$ cat src/rtl/adc_vi_sampler.sv
// adc_vi_sampler: paces pairs of SPI conversions (voltage channel, then current
// channel). It converts each 12-bit raw result to output format and presents
// both values together with a single-cycle valid strobe.
module adc_vi_sampler #(
  parameter int CLK_DIV       = 1,   // SCLK half-period in clk cycles (1..15)
  parameter int SAMPLE_PERIOD = 96   // clk cycles between pair starts
) (
  input  logic        clk,
  input  logic        reset,
  input  logic        enable,
  output logic        adc_csn,
  output logic        adc_sclk,
  output logic        adc_mosi,
  input  logic        adc_miso,
  output logic        valid_out,
  output logic [11:0] v_out,
  output logic [11:0] i_out
);

  localparam int PW = (SAMPLE_PERIOD > 1) ? $clog2(SAMPLE_PERIOD) : 1;

  typedef enum logic [2:0] {IDLE, SETUP, SHIFT, HOLD, GAP} state_t;

  state_t        state_q, state_d;
  logic          chan_q, chan_d;        // 0 = voltage frame, 1 = current frame
  logic [PW-1:0] period_q, period_d;
  logic [3:0]    div_q, div_d;          // clk count inside one SCLK half-period
  logic          phase_q, phase_d;      // SCLK level while shifting
  logic [3:0]    bit_q, bit_d;          // SCLK period index 0..15
  logic          gap_q, gap_d;          // second GAP cycle flag
  logic [11:0]   shift_q, shift_d;      // last 12 MISO samples, MSB first
  logic [11:0]   vbuf_q, vbuf_d;        // converted V result awaiting the I frame
  logic [11:0]   v_q, v_d, i_q, i_d;
  logic          valid_q, valid_d;
  logic          csn_q, csn_d, sclk_q, sclk_d, mosi_q, mosi_d;

  // Offset-binary style conversion: positive codes pass, others invert the magnitude.
  function automatic logic [11:0] fmt(input logic [11:0] raw);
    return raw[11] ? raw : {1'b0, raw[10:0] ^ 11'h7FF};
  endfunction

  // Next-state, datapath and pin decode; pins are registered from the next state.
  always_comb begin
    state_d  = state_q;
    chan_d   = chan_q;
    period_d = (period_q != '0) ? period_q - PW'(1) : '0;
    div_d    = div_q;
    phase_d  = phase_q;
    bit_d    = bit_q;
    gap_d    = gap_q;
    shift_d  = shift_q;
    vbuf_d   = vbuf_q;
    v_d      = v_q;
    i_d      = i_q;
    valid_d  = 1'b0;
    case (state_q)
      IDLE: begin
        if (enable && period_q == '0) begin
          state_d  = SETUP;
          chan_d   = 1'b0;
          period_d = PW'(SAMPLE_PERIOD - 1);
        end
      end
      SETUP: begin
        state_d = SHIFT;
        div_d   = '0;
        phase_d = 1'b0;
        bit_d   = '0;
      end
      SHIFT: begin
        if (div_q == 4'(CLK_DIV - 1)) begin
          div_d = '0;
          if (!phase_q) begin
            // SCLK rises on this edge: capture MISO now.
            phase_d = 1'b1;
            shift_d = {shift_q[10:0], adc_miso};
          end else begin
            phase_d = 1'b0;
            if (bit_q == 4'd15) state_d = HOLD;
            else                bit_d   = bit_q + 4'd1;
          end
        end else begin
          div_d = div_q + 4'd1;
        end
      end
      HOLD: begin
        state_d = GAP;
        gap_d   = 1'b0;
        if (chan_q) begin
          v_d     = vbuf_q;
          i_d     = fmt(shift_q);
          valid_d = 1'b1;
        end else begin
          vbuf_d  = fmt(shift_q);
        end
      end
      GAP: begin
        if (!gap_q) begin
          gap_d = 1'b1;
        end else if (!chan_q) begin
          chan_d  = 1'b1;
          state_d = SETUP;
        end else begin
          state_d = IDLE;
        end
      end
      default: state_d = IDLE;
    endcase
    csn_d  = !(state_d inside {SETUP, SHIFT, HOLD});
    sclk_d = (state_d == SHIFT) && phase_d;
    // Frame word is {2'b00, chan, 13'b0}: only bit index 2 can be non-zero.
    mosi_d = (state_d == SHIFT) && (bit_d == 4'd2) && chan_d;
  end

  // State and output registers with synchronous reset.
  always_ff @(posedge clk) begin
    if (reset) begin
      state_q  <= IDLE;
      chan_q   <= 1'b0;
      period_q <= '0;
      div_q    <= '0;
      phase_q  <= 1'b0;
      bit_q    <= '0;
      gap_q    <= 1'b0;
      shift_q  <= '0;
      vbuf_q   <= 12'h7FF;
      v_q      <= 12'h7FF;
      i_q      <= 12'h7FF;
      valid_q  <= 1'b0;
      csn_q    <= 1'b1;
      sclk_q   <= 1'b0;
      mosi_q   <= 1'b0;
    end else begin
      state_q  <= state_d;
      chan_q   <= chan_d;
      period_q <= period_d;
      div_q    <= div_d;
      phase_q  <= phase_d;
      bit_q    <= bit_d;
      gap_q    <= gap_d;
      shift_q  <= shift_d;
      vbuf_q   <= vbuf_d;
      v_q      <= v_d;
      i_q      <= i_d;
      valid_q  <= valid_d;
      csn_q    <= csn_d;
      sclk_q   <= sclk_d;
      mosi_q   <= mosi_d;
    end
  end

  assign adc_csn   = csn_q;
  assign adc_sclk  = sclk_q;
  assign adc_mosi  = mosi_q;
  assign valid_out = valid_q;
  assign v_out     = v_q;
  assign i_out     = i_q;

endmodule

$ cat config.mk
export PLATFORM = sky130hd
export DESIGN_NAME = adc_vi_sampler
export DESIGN_NICKNAME = d
export VERILOG_FILES = /design/src/rtl/adc_vi_sampler.sv
export SDC_FILE = /design/constraint.sdc
export NUM_CORES = 1
export LEC_CHECK = 0
export BUFFER_PORTS_ARGS = -buffer_cell sky130_fd_sc_hd__buf_4
export CORE_UTILIZATION = 51
export CTS_CLUSTER_DIAMETER = 60
export DETAILED_ROUTE_END_ITERATION = 8
export PLACE_DENSITY = 0.79
export SLEW_MARGIN = 20
export SYNTH_ARGS = -nofsm -noshare
export SYNTH_HDL_FRONTEND = slang
export SYNTH_SLANG_ARGS = --single-unit
$ cat constraint.sdc
create_clock -name clk -period 4.62 [get_ports clk]
set_input_delay 0 -clock clk [delete_from_list [all_inputs] [get_ports clk]]
set_output_delay 0 -clock clk [all_outputs]
set_load 0.02 [all_outputs]
* Yosys cells after proc, flatten, opt, wreduce, memory -nomap -nowiden
Cells that the tools add are included.
Word-level totals: bits in registers 73, bits of input ports 4, output and inout port bits 28, logic and storage cells 72
Operators by class: add/sub/neg operators 3, equal/unequal tests 9, mux-type cells 25, bitwise operators 4, reductions and logical operators 16
Operator list (count):
- $mux W7 | 3
- $mux W4 | 4
- $pmux W4 S2 | 2
- $mux W3 | 5
- $pmux W3 S5 | 1
- $eq A3 B2 Y1 const B | 4
- $mux W12 | 1
- $not A11 Y11 | 1
- $add A4 B1 Y4 const B | 2
- $logic_not A7 Y1 | 1
- $reduce_bool A7 Y1 | 1
- $sub A7 B1 Y7 const B | 1
- $eq A3 B1 Y1 const B | 2
- $mux W1 | 6
- $pmux W1 S2 | 3
- $eq A4 B2 Y1 const B | 1
- $eq A4 B4 Y1 const B | 1
- $logic_and A1 B1 Y1 | 4
- $logic_not A4 Y1 | 1
- $reduce_and A2 Y1 | 2
- $reduce_bool A2 Y1 | 2
- $eq A3 B3 Y1 const B | 1
- $logic_not A3 Y1 | 1
- $not A1 Y1 | 3
- 4 further kinds | 4

* Logic depth before layout (Yosys ltp)
depth after elaboration 8, gate-level depth with buffers 8, mapped depth without buffers 7

* Least setup slack after synthesis
No wires, ideal clock.
path type register to register, from reg div_q[0], to reg mosi_q, in the netlist adc_mosi, setup time 0.087 ns, data arrival time 1.661 ns, required time 4.533 ns, slack 2.872 ns, stages on the path, launching flop included 8, buffers on the path 0, clock period less this slack 1.748 ns, path through dfxtp_1 > inv_1 > ha_1 > nand4bb_1 > o31ai_1 > a21oi_1 > or4_1 > nor4b_2
Between the ends: longest elaborated chain between the ends 6, elaborated cells between the ends (all ways) 9, classes of those cells eq/ne (2); mux (4); reduce/logical (3)
Ends and longest elaborated chain:
- from (decl) | line 27 | logic [3:0] div_q, div_d;
- from (signal assigned) | line 137 | div_q <= div_d;
- $logic_not A4 Y1 * | line 71 | if (div_q == 4'(CLK_DIV - 1)) begin
- $mux W3 or $mux W4 (tied branches) | line 71
- $pmux W3 S5 or $pmux W4 S2 (tied branches) | line 56 | case (state_q)
- $eq A3 B2 Y1 or $eq A4 B2 Y1 (tied branches) | line 112 | mosi_d = (state_d == SHIFT) && (bit_d == 4'd2) && chan_d;
- $logic_and A1 B1 Y1 * (2 in a row) | line 112
- to (signal assigned) | line 148 | mosi_q <= mosi_d;
- to (decl) | line 35 | logic csn_q, csn_d, sclk_q, sclk_d, mosi_q, mosi_d;
Every way passes the cells marked *; elsewhere a longest branch is shown, timed or not. A chain may end at the register's enable or synchronous reset.

* Worst setup path in the final report
from reg state_q[0], to reg vbuf_q[4]
Between the ends: longest elaborated chain between the ends 2
Ends and longest elaborated chain:
- from (decl) | line 24 | state_t state_q, state_d;
- from (signal assigned) | line 134 | state_q <= state_d;
- $eq A3 B2 Y1 | line 56
- $reduce_and A2 Y1 (no source line)
- to (signal assigned) | line 142 | vbuf_q <= vbuf_d;
- to (decl) | line 32 | logic [11:0] vbuf_q, vbuf_d;
Every way passes these cells.

==> metrics <==
status=finished, final reports clean; clock share of power=around a third; Site Rows=27; count leader, synth=dfxtp_1; Worst setup SP type=register; max frequency=approximately 0.48 GHz; Yosys top cell area share=48.71%; Int Pwr=approximately 0.99 mW; Yosys reg bits=73; Crit Path Max Fanout=23; DR vias=between 2000 and 2500; sequential-to-total area share from yosys stat=between 40 and 50%; chip height=78.70 um; worst reg2reg startpoint=state_q[0]$_SDFF_PP0_; Final Slew Violations=0; TNS Setup=0 ns; combinational power share=between 15 and 20%; power per cell area=between 400 and 500 nW/um2; worst endpoint data arrival time=between 2 and 2.5 ns; Routed Antenna Nets=0; hold path cells=2; Hold Path Class=primary input to register; Die Area=just over 6000 um2; Placed Area=3248 um2; crit end category=register; htree depth=3; R2R cell count=3; Crit Path Category=register to register; 1st-iter DRT viols=around 170; Post-synth top cells=dfxtp_1 (73), nand2_1 (58), nor2_1 (46), a21oi_1 (24), a211o_1 (23); Diodes inserted=0; Hold Path End=vbuf_q[11]$_SDFFE_PP0P_; Initial Util=approximately 54%; syn_area_per_cell=8.672 um2; P_leak=1.429 nW; FFs w/ async S/R, synth=0%; Tightest Pin Transition=0.8227 ns; max-cap viol count=0; Post-Syn Area=around 3000 um2; Net Count, Synth=approximately 360; Routed Wire Length=5777 um; IO Port Bufs=31; Synth Flop Type=dfxtp_1; net switching power=0.4103 mW; routability congestion estimate=a little over 0.8; Pre-antenna DRT Iters=5; Hold Fails Final Rpt=0; # setup viols final=0; Post-synth EDFFs=0; Rel. slew slack=roughly 45%; Detailed Place HPWL=between 3000 and 4000 um; Hold Startpoint=reset; Syn. warnings=0; GR Overflow Total=0; switch share=between 20% and 30%; Ports=32; ratio of final minimum period to clock period=between 40% and 50%; Final #Nets=379; clock latency on the worst-skew pair=roughly 0.34 ns; clock transition at the registers of the reported paths=approximately 0.080 ns; TritonCTS Buffers=9; Worst R2R Setup Slack=around 2.5 ns; share of cells above drive strength 1=between 10% and 20%; vias in the first global route=between 2000 and 2500; root buffer cell=clkbuf_8; Final Core Density=roughly 62%; Vias/cell=5.408; dominant cell type by area after synthesis=dfxtp_1; worst reg2reg path endpoint=vbuf_q[4]$_SDFFE_PP1P_; global-route wire length before repair=9901 um; Tot GR Track Use=20.33%; Core ar.=~5600 um2; RSZ-0062 raised after global routing=false; Worst Path Required=between 4 and 5 ns; clock sinks=73; Layout area overhead=14.93%; design area=roughly 3400 um2; die width=approximately 79 um; initial antenna violation count=0; Remaining DRCs=0; top cells by area, synth=dfxtp_1 (49%), nand2_1 (7.3%), a211o_1 (6.7%), nor2_1 (5.8%), a21oi_1 (4.0%); Yosys cell types=42; Gate Count Post-Synth=346; VDD IR-drop max=roughly 0.36 mV; Fin Clk Skew=between 0.008 and 0.009 ns; Wirelength per Cell=about 13 um; clk buf depth=2; CTS tree=yes; Setup Fix Bufs, Post-CTS=0; Sequential Power Share=about half; Tmin final=~2.1 ns; largest net degree at the start of global routing=slightly below 70
## cell families after synthesis
family                   share of synthesized area, %
adder cells (fa/ha/maj)                         2.502
AND/OR/NAND/NOR                                 24.44
AO/OA/AOI/OAI                                   14.72
XOR/XNOR                                        4.671
flip-flops                                      48.71
buffers and inverters                           3.878
multiplexers                                    1.084
## final cells by class
class	instances	area [um2]
fillers	507	2126
flip-flops and latches	73	1461
multi-input cells	243	1423
repair buffers	33	250.2
clock buffers	11	151.4
well taps	72	90.09
clock inverters	5	38.79
inverters	9	33.78
## state kept, by name (all words and copies together), names as in the netlist, 3 cells and up
signal / count
v_out: 12
i_out: 12
shift_q: 12
vbuf_q: 12
period_q: 7
state_q: 3
bit_q: 4
div_q: 4
## per-layer routing
metal  track usage [%]  share of wire (%)
met1             29.50                 51
met2             28.96                 44
met3             3.448                3.0
met4             10.00                2.0
met5                 0                  0
## power by group through the flow
stage / Sequential [mW] / Clock, mW / Combinational [mW]
6_report: 0.708 / 0.461 / 0.232
5_1_grt: 0.713 / 0.494 / 0.264
3_5_place_dp: 0.721 / 0 / 0.230
2_1_floorplan: 0.711 / 0 / 0.191
4_1_cts: 0.707 / 0.472 / 0.233
3_3_place_gp: 0.719 / 0 / 0.222
## placed cells by master, fill, tap and decap left out, types with 2 or more instances in the layout
master    synthesis  routed
a21oi_1          24      24
nor2b_1           5       5
nand2b_1          2       2
o31ai_1           2       2
ha_1              6       6
nor4b_1           2       2
and3_1            2       2
nand2_1          58      58
inv_1             9       9
xor2_1           13      13
nor4_1            2       2
buf_4             0      32
nand3b_1         11      11
nor3b_1           2       2
nor2_1           46      46
nand4_1           2       2
nand3_1           5       5
clkinv_4          0       2
mux2_2            2       2
a211o_1          23      23
xnor2_1           3       3
a311oi_1          2       2
nor3_1            6       6
clkbuf_8          0      11
a31oi_1           3       3
o21ai_0           7       7
dfxtp_1          73      73
## what timing repair did
item,4_1_cts,5_1_grt
resized for setup,0,0
hold buffers,1,0
endpoints found under the hold margin,1,0
endpoints found under the setup margin,0,0
## critical path, cell delays in order, from the launching register on
cell	delay [ns]
dfxtp_1	0.55
nor2b_1	0.29
nand3_1	0.62
a211o_1	0.51
## through the flow
step	worst slack [ns]	std cells	total power, mW	hold WS (ns)
final	2.524	446	1.401	0.1675
after global routing	2.377	446	1.471	0.1910
after CTS	2.525	446	1.411	0.1525
after detailed placement	2.590	429	0.9505	0.2607
after global placement	2.669	429	0.9411	0.2574
after floorplan	2.872	346	0.9025	0.1360
## how the worst max path moves through the flow
stage	startpoint	endpoint	depth (start not counted)
2_1_floorplan	div_q[0]$_SDFFE_PP0N_	adc_mosi$_SDFF_PP0_	7
3_3_place_gp	state_q[0]$_SDFF_PP0_	vbuf_q[7]$_SDFFE_PP1P_	3
3_5_place_dp	state_q[1]$_SDFF_PP0_	adc_mosi$_SDFF_PP0_	4
4_1_cts	state_q[0]$_SDFF_PP0_	vbuf_q[4]$_SDFFE_PP1P_	3
5_1_grt	state_q[0]$_SDFF_PP0_	vbuf_q[4]$_SDFFE_PP1P_	3
6_report	state_q[0]$_SDFF_PP0_	vbuf_q[4]$_SDFFE_PP1P_	3
No activity file was read; power rests on OpenSTA's default activity.
